<file path="src/rtl/mem_alu_pkg.sv">
// Shared encodings for the register-op-memory command sequencer.
package mem_alu_pkg;

  localparam int unsigned DATA_W  = 32;
  localparam int unsigned REG_AW  = 5;
  localparam int unsigned RAM_AW  = 6;
  localparam int unsigned BYTE_AW = 8;
  localparam int unsigned OP_W    = 3;
  localparam int unsigned ST_W    = 3;

  localparam logic [ST_W-1:0] ST_IDLE  = 3'd0;
  localparam logic [ST_W-1:0] ST_FETCH = 3'd1;
  localparam logic [ST_W-1:0] ST_EXEC  = 3'd2;
  localparam logic [ST_W-1:0] ST_WB    = 3'd3;
  localparam logic [ST_W-1:0] ST_DONE  = 3'd4;

  typedef enum logic [ST_W-1:0] {
    S_IDLE  = ST_IDLE,
    S_FETCH = ST_FETCH,
    S_EXEC  = ST_EXEC,
    S_WB    = ST_WB,
    S_DONE  = ST_DONE
  } state_t;

  localparam logic [OP_W-1:0] OP_AND = 3'b000;
  localparam logic [OP_W-1:0] OP_OR  = 3'b001;
  localparam logic [OP_W-1:0] OP_XOR = 3'b010;
  localparam logic [OP_W-1:0] OP_NOR = 3'b011;
  localparam logic [OP_W-1:0] OP_ADD = 3'b100;
  localparam logic [OP_W-1:0] OP_SUB = 3'b101;
  localparam logic [OP_W-1:0] OP_SLT = 3'b110;
  localparam logic [OP_W-1:0] OP_SLL = 3'b111;

  // Byte address to RAM word index; the two low bits only feed the misaligned flag.
  function automatic logic [RAM_AW-1:0] word_index(input logic [BYTE_AW-1:0] addr);
    return addr[BYTE_AW-1:2];
  endfunction

endpackage

</file>
<file path="src/rtl/mem_alu_sequencer.sv">
// Multi-cycle controller: reads reg A and a RAM word, runs the ALU, writes the
// result back to a register or the same RAM word, one command at a time.
module mem_alu_sequencer
  import mem_alu_pkg::*;
(
  input  logic                clk_m,
  input  logic                Reset,
  input  logic                cmd_valid,
  output logic                cmd_ready,
  input  logic                cmd_dst_mem,
  input  logic [REG_AW-1:0]   cmd_rs,
  input  logic [REG_AW-1:0]   cmd_rd,
  input  logic [BYTE_AW-1:0]  cmd_mem_addr,
  input  logic [OP_W-1:0]     cmd_alu_op,
  output logic [REG_AW-1:0]   R_Addr_A,
  input  logic [DATA_W-1:0]   R_Data_A,
  output logic [REG_AW-1:0]   W_Addr,
  output logic [DATA_W-1:0]   W_Data,
  output logic                Write_Reg,
  output logic [DATA_W-1:0]   AA,
  output logic [DATA_W-1:0]   BB,
  output logic [OP_W-1:0]     ALU_OP,
  input  logic [DATA_W-1:0]   F,
  output logic [RAM_AW-1:0]   addra,
  output logic                wea,
  output logic [DATA_W-1:0]   dina,
  input  logic [DATA_W-1:0]   douta,
  output logic                done,
  output logic [DATA_W-1:0]   result,
  output logic                misaligned
);

  state_t              state_q;
  logic                dst_mem_q;
  logic [REG_AW-1:0]   rs_q;
  logic [REG_AW-1:0]   rd_q;
  logic [RAM_AW-1:0]   word_q;
  logic                mis_cmd_q;
  logic [OP_W-1:0]     op_q;
  logic [DATA_W-1:0]   alu_q;
  logic [DATA_W-1:0]   result_q;
  logic                misaligned_q;
  logic                done_q;
  logic                wreg_q;
  logic                wea_q;
  logic                in_exec;

  // Sequencer FSM with command latch, ALU capture and registered strobes.
  always_ff @(posedge clk_m) begin
    if (Reset) begin
      state_q      <= S_IDLE;
      dst_mem_q    <= 1'b0;
      rs_q         <= '0;
      rd_q         <= '0;
      word_q       <= '0;
      mis_cmd_q    <= 1'b0;
      op_q         <= '0;
      alu_q        <= '0;
      result_q     <= '0;
      misaligned_q <= 1'b0;
      done_q       <= 1'b0;
      wreg_q       <= 1'b0;
      wea_q        <= 1'b0;
    end else begin
      done_q <= 1'b0;
      wreg_q <= 1'b0;
      wea_q  <= 1'b0;
      case (state_q)
        S_IDLE: begin
          if (cmd_valid) begin
            dst_mem_q <= cmd_dst_mem;
            rs_q      <= cmd_rs;
            rd_q      <= cmd_rd;
            word_q    <= word_index(cmd_mem_addr);
            mis_cmd_q <= |cmd_mem_addr[1:0];
            op_q      <= cmd_alu_op;
            state_q   <= S_FETCH;
          end
        end
        S_FETCH: state_q <= S_EXEC;
        S_EXEC: begin
          alu_q   <= F;
          wreg_q  <= ~dst_mem_q;
          wea_q   <= dst_mem_q;
          state_q <= S_WB;
        end
        S_WB: begin
          done_q       <= 1'b1;
          result_q     <= alu_q;
          misaligned_q <= mis_cmd_q;
          state_q      <= S_DONE;
        end
        S_DONE:  state_q <= S_IDLE;
        default: state_q <= S_IDLE;
      endcase
    end
  end

  // Operands are live only in EXEC so the ALU sees zeros otherwise.
  assign in_exec    = (state_q == S_EXEC);
  assign AA         = in_exec ? R_Data_A : '0;
  assign BB         = in_exec ? douta    : '0;
  assign ALU_OP     = in_exec ? op_q     : '0;

  assign cmd_ready  = (state_q == S_IDLE);
  assign R_Addr_A   = rs_q;
  assign addra      = word_q;
  assign W_Addr     = rd_q;
  assign W_Data     = alu_q;
  assign dina       = alu_q;
  assign Write_Reg  = wreg_q;
  assign wea        = wea_q;
  assign done       = done_q;
  assign result     = result_q;
  assign misaligned = misaligned_q;

endmodule
</file>
<file path="config.mk">
export PLATFORM = sky130hd
export DESIGN_NAME = mem_alu_sequencer
export DESIGN_NICKNAME = d
export VERILOG_FILES = /design/src/rtl/mem_alu_pkg.sv /design/src/rtl/mem_alu_sequencer.sv
export SDC_FILE = /design/constraint.sdc
export NUM_CORES = 1
export LEC_CHECK = 0
export CORE_ASPECT_RATIO = 1.4
export CORE_UTILIZATION = 33
export DETAILED_ROUTE_END_ITERATION = 12
export GPL_TIMING_DRIVEN = 0
export PLACE_DENSITY = 0.81
export SKIP_LAST_GASP = 1
export SLEW_MARGIN = 20
export SYNTH_ARGS = -nofsm -noshare
export SYNTH_HDL_FRONTEND = slang
export SYNTH_SLANG_ARGS = --single-unit
</file>
<file path="constraint.sdc">
create_clock -name clk_m -period 1.3 [get_ports clk_m]
set_input_delay 0.13 -clock clk_m [delete_from_list [all_inputs] [get_ports clk_m]]
set_output_delay 0.13 -clock clk_m [all_outputs]
set_load 0.01 [all_outputs]
</file>
* Yosys cells after proc, flatten, opt, wreduce, memory -nomap -nowiden
Cells that the tools add are included.
Word-level totals: word-level logic and storage cells 29, memories kept 0, memory bits (writable) 0, ROM bits 0, output and inout bits 184, latch bits 0, register bits after elaboration 92
Cells by class: magnitude comparators 0, bitwise gates (word level) 2, multiplexer cells 6, shift-type cells 0, $add $sub $neg 0, equal/unequal tests 4, $mul 0, div/mod/pow operators 0, reductions and logical operators 4
Operators by type and width (count):
- $mux W32 | 2
- $pmux W3 S4 | 1
- $eq A3 B2 Y1 const B | 2
- $mux W3 | 2
- $reduce_or A2 Y1 | 2
- $eq A3 B1 Y1 const B | 1
- $logic_not A3 Y1 | 1
- $ne A2 B2 Y1 const B | 1
- $not A1 Y1 | 2
- $reduce_and A2 Y1 | 1
- $mux W1 | 1

* Logic depth before layout (Yosys ltp)
Gate-level depths: netlist of the first run.
word-level depth 3, depth in mapped cells 5, depth with buffers taken out 2

* Worst setup path after synthesis of the first run
OpenSTA, ideal clock, no wires.
kind register to output, start point reg state_q[1], end point out AA[14], path buffers 2, arrival 1.157 ns, required time 1.170 ns, stages on the path, launching flop included 5, setup slack 0.013 ns, path through dfxtp_1 -> nor3b_2 -> buf_6 -> clkbuf_2 -> and2_1
On the way: cells in the longest elaborated chain, start to end 2
Ends and longest elaborated chain:
- start, declared | line mem_alu_sequencer.sv:33 | state_t state_q;
- start signal, assigned | line mem_alu_sequencer.sv:51 | state_q <= S_IDLE;
- start signal, assigned | line mem_alu_sequencer.sv:77 | state_q <= S_FETCH;
- start signal, assigned | line mem_alu_sequencer.sv:80 | S_FETCH: state_q <= S_EXEC;
- $eq A3 B2 Y1 | line mem_alu_sequencer.sv:100 | assign in_exec = (state_q == S_EXEC);
- $mux W32 | line mem_alu_sequencer.sv:101 | assign AA = in_exec ? R_Data_A : '0;
- end, declared | line mem_alu_sequencer.sv:20 | output logic [DATA_W-1:0] AA,
Every way passes these cells.

* Worst setup path after layout of the first run
start point reg state_q[2], end point out BB[11]
On the way: cells in the longest elaborated chain, start to end 2
Ends and longest elaborated chain:
- $eq A3 B2 Y1 | line mem_alu_sequencer.sv:100
- $mux W32 | line mem_alu_sequencer.sv:102 | assign BB = in_exec ? douta : '0;
- end, declared | line mem_alu_sequencer.sv:21 | output logic [DATA_W-1:0] BB,
Every way passes these cells.

==> flow_summary_export.csv, run 1 <==
group,metric,value,unit
timing,finClkSkew,0.00846,ns
clock_network,cts_sinks,92,
status,outcome,"finished with violations",
timing,hold-worst-slack,0.354,ns
worst_setup_path,start_kind,"register",
timing,timing.fmax,583,MHz
worst_setup_path,slowest_delay,0.35,ns
clock_network,clkLatencyLatePin,0.34,ns
placed_design,gp_congestion,0.771,
timing,tightest_slew,0.561,ns
pwr,vdd_drop_max,0.533,mV
clock_network,cts_tree,"built",
synthesis,synth-seq-cells,92,
finish,nets,938,
timing,rsz0062_at_grt,"yes",
detailed_routing,routedWlPerCell,17.5,um
run,drv_cap,0,
global_routing,antenna_found_initial,3,
global_routing,grt-ovfl-total,0,
detailed_routing,firstDrtPassIters,5,
detailed_routing,route.antenna.remaining_nets,0,
floorplan,coreArea,13400,sq um
clock_network,clockBufferDepth,2,
pwr,power_density,931,nW/um^2
global_routing,grt_pass1_vias,4681,
global_routing,grt_max_degree,16,
worst_setup_path,setup.worst_path.class,"reg -> out",
detailed_routing,wl,17600,um
floorplan,ioPinCount,305,
floorplan,rows,50,
worst_setup_path,crit_fanout,5,
worst_setup_path,cpMaxStageDelayCell,"dfxtp_4",
pwr,p_leak,4.33,nW
timing,final.setup.worst_slack,-0.415,ns
floorplan,die_area,14300,sq um
synthesis,synthesis.instances,462,
synthesis,yosysUniqueCellTypes,20,
synthesis,synth_area_per_cell,9.85,sq um
floorplan,initial_core_util,0.340,
global_routing,grt_first_pass_wirelength,25300,um
synthesis,synth-seq-area-share,0.405,
timing,maxSlewHeadroom,0.626,
timing,layout_worst_path_cycle_share,1.32,
detailed_routing,drt_iter0_markers,121,
clock_network,clkTransAtPathRegs,0.07,ns
timing,finalMaxSlewViolations,0,
worst_setup_path,critPathArrivalTime,1.59,ns
floorplan,die_height,141,um
placed_design,dp.cells,947,
placed_design,hpwlAfterDp,13200,um
finish,fillers,1175,
global_routing,grt_use_total,0.238,
clock_network,cts_buffers,9,
worst_setup_path,path_cells,"nor3b_4, buf_6, buf_6, buf_8, and2_4, buf_6",
finish,drive_gt1_frac,0.300,
pwr,p_total,8.09,mW
status,failed_checks,"setup timing",
detailed_routing,vias_per_cell,4.47,
timing,finalHoldViolCount,0,
clock_network,cts_root_buf,"clkbuf_16",
timing,fin_crit,1.72,ns
synthesis,synth_nets,583,
synthesis,yosysWarnings,0,
detailed_routing,drc,0,
floorplan,die_x,101,um
finish,instances_no_fill,1006,
worst_setup_path,cpMostUsedCell,"buf_6",
placed_design,port_buffers,303,
timing,setup-tns-final,-32.30,ns
timing,setup_viol_count_final,156,
finish,area_delta_synth_final,91.1,%
clock_network,htreeDepth,3,
min_path,hold_path_class,"in -> reg",
worst_setup_path,endpoint_kind,"output pin",
clock_network,hold_buffers,0,
synthesis,syn_area,4550,sq um
worst_setup_path,critPathRequiredTime,1.17,ns
detailed_routing,dr_total_vias,4498,
layout by cell type, fill, tap and decap left out, types with 2 or more instances in the layout:
master           count
mux2i_1             85
and2_4              37
dfxtp_2             26
buf_8               10
buf_6               54
clkbuf_16           12
clkbuf_1            15
nor2_1               3
dlygate4sd2_1      116
clkbuf_8             4
buf_12               9
and2_1              30
diode_2              2
buf_2               32
dfxtp_4              3
dfxtp_1             63
clkinvlp_4           2
nand2b_1           138
buf_4               47
buf_16               4
clkdlybuf4s50_1    119
critical path, delay by kind of cell, from the launching register on:
family | cells | cell delay, ns
DFF | 1 | 0.35
buffers and inverters | 4 | 0.49
and+or+nand+nor | 2 | 0.42
area by class of cell:
| class | instances | area [sq um] | area share |
|---|---|---|---|
| diodes | 2 | 5.00 | 0.000575 |
| plain buffers | 63 | 549 | 0.0632 |
| clock buffers | 12 | 256 | 0.0295 |
| well taps | 182 | 228 | 0.0262 |
| flip-flops and latches | 92 | 1890 | 0.217 |
| clock inverters | 4 | 32.5 | 0.00374 |
| repair buffers | 347 | 3370 | 0.388 |
| multi-input cells | 304 | 2370 | 0.272 |
power by group:
group          total (mW)  switching (mW)  internal, mW
Clock                2.54            1.13          1.41
Combinational        2.47           0.929          1.55
Sequential           3.08           0.102          2.98
repair_timing:
action / in CTS / in global routing
cloned: 10 / 4
setup endpoints to repair: 265 / 140
resized for setup: 526 / 50
setup buffers: 22 / 11
pin swaps: 28 / 14
layer usage:
layer  share of wire  track usage  routed length (um)  up-vias
met1            0.36        0.250                6360     2109
li1                -            -                   -     2154
met4           0.025       0.0900                 440        2
met3           0.083       0.0649                1460       31
met2            0.53        0.441                9300      202
met5         0.00080            0                  14        -
cell families after synthesis:
kind of cell | Yosys count | share of synthesized area
mux | 86 | 0.189
buf+inv | 66 | 0.101
flops | 92 | 0.405
compound gates | 1 | 0.00165
simple gates | 216 | 0.302
xor+xnor | 1 | 0.00192
synthesized netlist by cell type:
cell / number / area, sq um
clkbuf_1: 15 / 56.3
buf_2: 2 / 10.0
nor2_1: 3 / 11.3
dfxtp_1: 92 / 1840
buf_4: 37 / 278
and2_1: 67 / 419
mux2i_1: 86 / 861
nor4b_4: 1 / 23.8
buf_12: 1 / 20.0
buf_8: 2 / 30.0
and3b_1: 1 / 8.76
xnor2_1: 1 / 8.76
nor3b_2: 2 / 25.0
buf_6: 3 / 33.8
o21bai_1: 1 / 7.51
nor4_1: 1 / 6.26
clkbuf_2: 6 / 30.0
nand2b_1: 138 / 863
nor3_1: 2 / 10.0
nand3b_1: 1 / 7.51
worst paths after layout:
check	startpoint	to	slack [ns]	cells after the start
worst max register to register	state_q[2]	W_Data[17]	-0.21	7
worst min-delay path	F[12]	W_Data[12]	0.35	3
worst max-delay path	state_q[2]	BB[11]	-0.42	6
worst min register to register	dst_mem_q	Write_Reg	0.47	1
sequential cells by signal (all words and copies together) (netlist names):
register,count
R_Addr_A,5
addra,6
mis_cmd_q,1
W_Addr,5
W_Data,32
done,1
state_q,3
op_q,3
dst_mem_q,1
wea,1
result,32
misaligned,1
Write_Reg,1
per-stage QoR:
step | util | instance area, sq um | setup slack (ns)
floorplan | - | 4550 | 0.0131
global placement | 0.584 | 7810 | -0.800
detailed placement | 0.584 | 7810 | -0.826
CTS | 0.628 | 8410 | -0.432
global route | 0.649 | 8690 | -0.471
finish | 0.650 | 8700 | -0.415
Note: power is estimated with default switching activity, not from simulation.
==> run 2: changes to the inputs <==
--- a/config.mk
+++ b/config.mk
@@ -5,11 +5,13 @@
 export SDC_FILE = /design/constraint.sdc
 export NUM_CORES = 1
 export LEC_CHECK = 0
+export CELL_PAD_IN_SITES_DETAIL_PLACEMENT = 1
+export CELL_PAD_IN_SITES_GLOBAL_PLACEMENT = 2
 export CORE_ASPECT_RATIO = 1.4
-export CORE_UTILIZATION = 33
+export CORE_UTILIZATION = 18
 export DETAILED_ROUTE_END_ITERATION = 12
 export GPL_TIMING_DRIVEN = 0
-export PLACE_DENSITY = 0.81
+export PLACE_DENSITY = 0.82
 export SKIP_LAST_GASP = 1
 export SLEW_MARGIN = 20
 export SYNTH_ARGS = -nofsm -noshare
==> run 2 against run 1 <==
  * Critical path depth down 1
  * Largest power group unchanged
  * Worst setup slack worse by 0.048 ns
  * Count of clock-buffer cells in the layout down 2
  * Die area up 82%
  * Clock skew up 0.0028 ns
  * Sequential share of layout area down 0.28 points
  * The run still ends with setup timing left
==> flow_summary_export.csv, run 2 (synthesized netlist as in run 1, its figures left out) <==
group,metric,value,unit
timing,tightest_slew,0.570,ns
pwr,switching_share,0.272,
worst_setup_path,critPathArrivalTime,1.63,ns
finish,instances_no_fill,1126,
detailed_routing,drt_iter0_markers,76,
placed_design,dp.cells,1080,
detailed_routing,firstDrtPassIters,4,
worst_setup_path,reg2reg_slack,-0.29,ns
clock_network,cts_tree,"built",
worst_setup_path,crit_fanout,10,
pwr,p_switching,2.22,mW
clock_network,clkTransAtPathRegs,0.07,ns
worst_setup_path,cpLargestDelayFamily,"buffers and inverters",
timing,timing.fmax,567,MHz
floorplan,initial_core_util,0.184,
floorplan,die_height,190,um
min_path,hold_path_end,"W_Data[0]",
min_path,hold_depth,3,
timing,maxSlewHeadroom,0.620,
worst_setup_path,critPathRequiredTime,1.17,ns
pwr,p_seq_frac,0.375,
timing,final.setup.worst_slack,-0.463,ns
finish,layout_commonest_cell,"nand2b_1",
floorplan,die_area,25900,sq um
clock_network,hold_buffers,0,
worst_setup_path,endpoint_kind,"output pin",
finish,area_delta_synth_final,93.9,%
detailed_routing,drc,0,
timing,layout_worst_path_cycle_share,1.36,
clock_network,htreeDepth,3,
clock_network,cts_root_buf,"clkbuf_16",
pwr,vdd_drop_max,0.559,mV
pwr,p_int,5.96,mW
detailed_routing,wl,17900,um
timing,finalMaxSlewViolations,0,
timing,hold-worst-slack,0.342,ns
placed_design,port_buffers,303,
finish,layout_common_cells,"nand2b_1 (138), dlygate4sd2_1 (124), clkdlybuf4s50_1 (119)",
placed_design,hpwlAfterDp,13200,um
run,drv_cap,0,
timing,setup_viol_count_final,124,
detailed_routing,route.antenna.remaining_nets,0,
finish,multi_input_area,2390,sq um
floorplan,die_x,136,um
clock_network,clkLatencyLatePin,0.35,ns
global_routing,grt-ovfl-total,0,
detailed_routing,routedWlPerCell,15.9,um
clock_network,cts_buffers,9,
worst_setup_path,cpMaxStageDelayCell,"dfxtp_4",
global_routing,grt_first_pass_wirelength,25800,um
finish,fin_area,8830,sq um
worst_setup_path,reg2regPathDepth,7,
global_routing,grt_pass1_vias,4500,
worst_setup_path,setup.worst_path.class,"reg -> out",
finish,insertedDiodeCount,0,
timing,finClkSkew,0.0112,ns
detailed_routing,dr_total_vias,4392,
worst_setup_path,path_cells,"nor3b_4, buf_6, buf_8, and2_1, clkdlybuf4s15_2",
pwr,power_density,927,nW/um^2
min_path,worst_hold_startpoint,"F[0]",
finish,seqCellArea,1890,sq um
detailed_routing,vias_per_cell,3.90,
status,failed_checks,"setup timing",
global_routing,grt_use_total,0.134,
worst_setup_path,path_buf_inv,3,
floorplan,rows,68,
timing,rsz0062_at_grt,"yes",
floorplan,ioPinCount,305,
finish,drive_gt1_frac,0.295,
global_routing,grt_max_degree,17,
finish,nets,927,
status,outcome,"finished with violations",
pwr,p_leak,4.29,nW
worst_setup_path,slowest_delay,0.35,ns
floorplan,coreArea,24800,sq um
pwr,p_comb_frac,0.288,
placed_design,gp_congestion,0.685,
global_routing,antenna_found_initial,0,
timing,fin_crit,1.76,ns
clock_network,cts_sinks,92,
finish,fillers,2805,
timing,setup-tns-final,-36.06,ns
pwr,p_clk_frac,0.336,
worst_setup_path,r2r-start,"state_q[2]",
min_path,hold_path_class,"in -> reg",
finish,fin_util,0.357,
worst_setup_path,start_kind,"register",
clock_network,clockBufferDepth,2,
placed_design,dpl-instance-area,7980,sq um
worst_setup_path,worstReg2RegEnd,"Write_Reg",
timing,finalHoldViolCount,0,
==> run 2: cell count changes in the layout (fill, tap and decap cells not counted), moves of 3 or more <==
| cell | delta |
|---|---|
| and2_1 | -7 |
| dfxtp_2 | +3 |
| buf_2 | -21 |
| buf_4 | -4 |
| clkdlybuf4s15_2 | +4 |
| dfxtp_1 | -3 |
| buf_6 | +11 |
| clkbuf_8 | -3 |
| buf_8 | -4 |
| dlygate4sd2_1 | +8 |
| buf_16 | -3 |
| and2_4 | +7 |
==> run 2: worst max-delay path by stage <==
stage,slack [ns],endpoint,cells after the start,startpoint
final,-0.46,BB[25],5,state_q[2]
after global routing,-0.54,BB[18],6,state_q[2]
after CTS,-0.50,BB[12],6,state_q[0]
after detailed placement,-0.80,AA[25],5,state_q[1]
after global placement,-0.79,AA[25],5,state_q[1]
after floorplan,0.01,AA[14],4,state_q[1]
==> run 2: cell type report <==
cell class	instances	share of cell area
clock inverters	6	0.00794
well taps	315	0.0446
flip-flops and latches	92	0.214
repair buffers	338	0.376
clock buffers	10	0.0259
multi-input cells	304	0.270
plain buffers	61	0.0611
==> run 2: layer usage <==
metal,vias to the layer above,track usage,part of all wire
li1,2131,-,-
met4,0,0.0436,0.016
met5,-,0,0
met3,13,0.0282,0.066
met1,2081,0.134,0.36
met2,167,0.264,0.56
==> run 2: per-stage QoR <==
step | worst slack, ns | total power, mW
after floorplan | 0.0131 | 4.03
after global routing | -0.543 | 8.61
final | -0.463 | 8.19
after global placement | -0.790 | 5.22
after CTS | -0.495 | 8.21
after detailed placement | -0.796 | 5.24
==> run 2: timing repair <==
action / 4_1_cts / 5_1_grt
cloned: 8 / 3
buffers inserted: 22 / 9
gates resized for setup: 480 / 76
pin swaps: 41 / 9
setup endpoints to repair: 267 / 160
==> run 2: tightest hold or removal path, cell delays in order <==
cell and delay [ns]:
clkdlybuf4s50_1 0.40, nand2b_1 0.06, mux2i_1 0.06
==> run 2: power by group through the flow <==
stage | sequential, mW | clock, mW | combinational, mW
2_1_floorplan | 3.17 | 0 | 0.860
3_3_place_gp | 3.13 | 0 | 2.09
3_5_place_dp | 3.14 | 0 | 2.11
4_1_cts | 3.08 | 2.90 | 2.24
5_1_grt | 3.09 | 2.99 | 2.53
6_report | 3.07 | 2.75 | 2.36
==> run 3: changes to the inputs <==
--- a/config.mk
+++ b/config.mk
@@ -13,7 +13,6 @@
 export GPL_TIMING_DRIVEN = 0
 export PLACE_DENSITY = 0.82
 export SKIP_LAST_GASP = 1
-export SLEW_MARGIN = 20
 export SYNTH_ARGS = -nofsm -noshare
 export SYNTH_HDL_FRONTEND = slang
 export SYNTH_SLANG_ARGS = --single-unit
==> results of run 3 <==
The final DEF is identical to that of run 2; final timing and power are the same.
==> RTL edit 1 (flow settings as in run 1) <==
Change the package constant `OP_W` from 3 to 6.
--- a/src/rtl/mem_alu_pkg.sv
+++ b/src/rtl/mem_alu_pkg.sv
@@ -6,5 +6,5 @@
   localparam int unsigned RAM_AW  = 6;
   localparam int unsigned BYTE_AW = 8;
-  localparam int unsigned OP_W    = 3;
+  localparam int unsigned OP_W    = 6;
   localparam int unsigned ST_W    = 3;
 
Interface: changed (resized ALU_OP and cmd_alu_op); port bits go from 305 to 311. The function was not compared with the original's and may differ.
==> RTL edit 1 against run 1 <==
  * The flow still finishes with violations (negative setup slack)
  * Final area rose by 0.89%
  * Routed wire length fell by 5.2%
  * Power rose by 0.65%
  * Worst setup slack improved by 0.060 ns
  * Synthesized cell count rose by 3.2%
  * Synthesized area rose by 3.6%
  * Sequential cell count rose by 3
  * Clock skew rose by 0.0011 ns
  * Critical endpoint is now AA[29]
  * Largest power group unchanged
==> RTL edit 1: results (changes against run 1) <==
outcome: "complete, but fails checks"
violations: "negative setup slack"
clkPwrFrac_pct: 31.9  # +0.5 points
grt_pass1_wl_microns: 23400  # -7.5%
ys_seq_area_share_pct: 40.3  # -0.12 points
syn_nets: 601  # +3.1%
wl_per_cell_microns: 16.5  # -5.6%
final_layout_size_suffix_gt1_share_pct: 29.4  # -0.63 points
r2r_end: "mis_cmd_q"
cp_max_fo: 8  # +3
synth.avg_cell_area_sq_um: 9.88  # +0.32%
io_buffers: 309  # +2.0%
grt_use_met2_pct: 41.5  # -2.6 points
seqPwrFrac_pct: 39.0  # +1.0 points
dp_cells: 971  # +2.5%
setup_ws_ns: -0.355  # +0.0599 ns
ctsResizeCount: 502  # -4.6%
hold_end: "dst_mem_q"
p_seq_uw: 3170  # +3%
gr-usage-met1_pct: 20.9  # -4.1 points
synth_cell_types: 19  # -5.0%
place_congestion: 0.706  # -8.4%
power.switching_uw: 2240  # +3.9%
vias: 4449  # -1.1%
synth_area_leaders: "dfxtp_1 (40%), nand2b_1 (19%), mux2i_1 (19%)"
wl_met3_microns: 1610  # +9.8%
slew_headroom_pct: 68.5  # +5.8 points
place_area_sq_um: 8040  # +2.9%
hpwl_microns: 12500  # -4.8%
firstDrtPassIters: 4  # -1
fin_tns_setup_ns: -27.61  # +4.70 ns
crit_arrival_ns: 1.53  # -0.06 ns
met1_length_microns: 5890  # -7.4%
grt_pass1_vias: 4343  # -7.2%
worstReg2RegStart: "state_q[0]"
setup_viol: 125  # -20%
fin_cells: 1011  # +0.50%
synth_common_cells: "nand2b_1 (144), dfxtp_1 (95), mux2i_1 (89)"
gr-usage-met3_pct: 7.78  # +1.3 points
wl_met2_microns: 8950  # -3.7%
leakagePower_uw: 0.00434  # +0.16%
clock_skew_ns: 0.00961  # +0.00115 ns
holdWs_ns: 0.318  # -0.0351 ns
endpoint: "AA[29]"
## RTL edit 1: cell types whose count changed after synthesis, sizes merged
| cell | before | now |
|---|---|---|
| nand2b | 138 | 144 |
| and2 | 67 | 70 |
| dfxtp | 92 | 95 |
| mux2i | 86 | 89 |
| buf | 45 | 47 |
| clkbuf | 21 | 19 |
## RTL edit 1: layout make-up
| cell class | instances | area [sq um] |
|---|---|---|
| Fill cell | 1196 | 5140 |
| Sequential cell | 95 | 1940 |
| Buffer | 65 | 598 |
| Tap cell | 185 | 231 |
| Timing Repair Buffer | 334 | 3240 |
| Clock inverter | 7 | 63.8 |
| Clock buffer | 9 | 225 |
| Multi-Input combinational cell | 316 | 2470 |
## RTL edit 1: cells by family (layout without fill, tap and decap cells)
family                 after synthesis  after routing  synth area share [%]
buffers and inverters               66            415                  10.2
XOR/XNOR                             1              1                 0.186
AND/OR/NAND/NOR                    225            225                  30.2
flip-flops                          95             95                  40.3
multiplexers                        89             89                  18.9
AO/OA/AOI/OAI                        1              1                 0.159
==> RTL edit 2 (settings of run 1) <==
Without the edit above. Make the reset (`Reset`) asynchronous in one clocked block.
--- a/src/rtl/mem_alu_sequencer.sv
+++ b/src/rtl/mem_alu_sequencer.sv
@@ -47,5 +47,5 @@
 
   // Sequencer FSM with command latch, ALU capture and registered strobes.
-  always_ff @(posedge clk_m) begin
+  always_ff @(posedge clk_m or posedge Reset) begin
     if (Reset) begin
       state_q      <= S_IDLE;
Behaviour: differs if Reset is asserted again (counterexample within 4 cycles, from zero or initial values and one cycle with Reset high); with Reset held inactive, the same outputs for 10 cycles.
==> RTL edit 2 against run 1 <==
  * Register-to-register slack worse by 0.22 ns
  * Worst setup slack worse by 0.15 ns
  * First-iteration DRC count is 8.3% lower
  * Synthesized cell count is 33% lower
  * Routed wire length is 0.40% higher
  * Via count is 11% lower
  * Final area is 3.8% higher
  * Maximum frequency is 8.3% lower
  * Sequential cell count stayed put
  * Synthesized area is 8.1% lower
  * Core utilization is 8.4 points higher
  * The run still ends with negative setup slack left
Power is not compared: it rests on default switching activity, and its combinational part moved more than twofold at a synthesized area within 25%.
==> RTL edit 2: results (changes against run 1) <==
syn_nets: 430  # -26%
slew_headroom_pct: 78.1  # +15 points
grt_pass1_vias: 4321  # -7.7%
gr-usage-met3_pct: 12.4  # +5.9 points
wl_per_cell_microns: 20.3  # +16%
crit_arrival_ns: 1.74  # +0.15 ns
hold_class: "in2async"
r2r_slack_ns: -0.43  # -0.22 ns
via_per_inst: 4.62  # +3.2%
insertion_delay_ns: 0.34  # about the same
outcome: "complete, but fails checks"
synth_common_cells: "dfrtp_1 (92), mux2_2 (83), and2_1 (68)"
r2r_end: "W_Data[20]"
grt.total_usage_pct: 26.2  # +2.5 points
synth-warning-count: 0  # unchanged
gr-usage-met1_pct: 26.8  # +1.8 points
ys_seq_area_share_pct: 55.1  # +15 points
setup_viol: 151  # -3.2%
grt_use_met2_pct: 47.0  # +2.9 points
nets: 825  # -12%
antenna_found_initial: 12  # +9
drt_iter0_markers: 111  # -8.3%
grt_pass1_wl_microns: 25400  # +0.14%
worstRegToRegCells: 7  # unchanged
firstDrtPassIters: 4  # -1
synth_cell_types: 19  # -5.0%
cp_max_fo: 5  # unchanged
hpwl_microns: 12300  # -6.2%
final_layout_size_suffix_gt1_share_pct: 53.7  # +24 points
dp_slack_ns: -0.743  # +0.0824 ns
place_congestion: 0.800  # +3.8%
setup_ws_ns: -0.570  # -0.155 ns
violations: "negative setup slack"
crit_start: "state_q[2]"
grt_max_degree: 36  # +20
io_buffers: 304  # +0.33%
synthArstFlopShare_pct: 100  # +100 points
leakagePower_uw: 0.00437
synth_area_leaders: "dfrtp_1 (55%), mux2_2 (22%), and2_1 (10%)"
clock_skew_ns: 0.00736  # -0.00110 ns
RTL edit 2: cell types whose count changed after synthesis, moves of 4 or more:
cell and delta:
inv_1 +4, dfxtp_1 -92, clkbuf_1 -14, mux2i_1 -85
dfrtp_1 +92, mux2_2 +83, nand2b_1 -138
RTL edit 2: cells by family after synthesis:
group | share of synthesized area [%]
multiplexers | 23.1
flip-flops | 55.1
AND/OR/NAND/NOR | 12.0
buffers and inverters | 9.63
XOR/XNOR | 0.209
RTL edit 2: metal layers:
metal  share of wire [%]  wire (microns)
met3                  10            1840
met4                 3.0             532
met5                0.27              47
met2                  52            9180
met1                  34            6040
RTL edit 2: worst max path at each step:
stage / to / slack [ns] / cells past startpoint
after floorplan: R_Addr_A[0] / -0.12 / 3
after CTS: BB[31] / -0.80 / 5
after detailed placement: AA[26] / -0.74 / 6
after global routing: BB[6] / -0.64 / 7
final: BB[6] / -0.57 / 7
after global placement: state_q[1] / -0.99 / 2
RTL edit 2: layout make-up:
type                    count  area [sq um]
flip-flops and latches     92          2310
well taps                 150           188
clock buffers               9           225
clock inverters             7          50.0
repair buffers            387          3940
inverters                   4          18.8
multi-input cells         164          1840
diodes                      8          20.0
plain buffers              46           442
fillers                   815          3280
RTL edit 2: worst max-delay path: stages, from the launching register on:
cell	delay (ns)
dfrtp_2	0.44
nor3b_4	0.23
buf_6	0.16
buf_8	0.14
buf_8	0.11
buf_6	0.09
and2_4	0.13
buf_6	0.09
RTL edit 2: metrics by stage:
stage,hold slack (ns),TNS (ns),util [%],cells,cell area (sq um)
after floorplan,0.265,-7.17,-,309,4290
after global placement,0.441,-143.27,61.1,763,7520
after detailed placement,0.461,-71.17,61.6,766,7590
after CTS,0.106,-78.52,69.9,851,8610
after global routing,0.125,-65.70,73.2,861,9010
final,0.108,-56.34,73.3,867,9030
RTL edit 2: what timing repair did:
item | 4_1_cts | 5_1_grt
gates resized for setup | 518 | 162
setup endpoints to repair | 272 | 172
buffers inserted | 58 | 19
cloned | 12 | 0
pin swaps | 38 | 26
RTL edit 2: where the power goes:
part           total [uW]  switching, uW  internal [uW]
Clock                2460           1160           1300
Sequential           5410           1040           4370
Combinational       15200           5540           9690
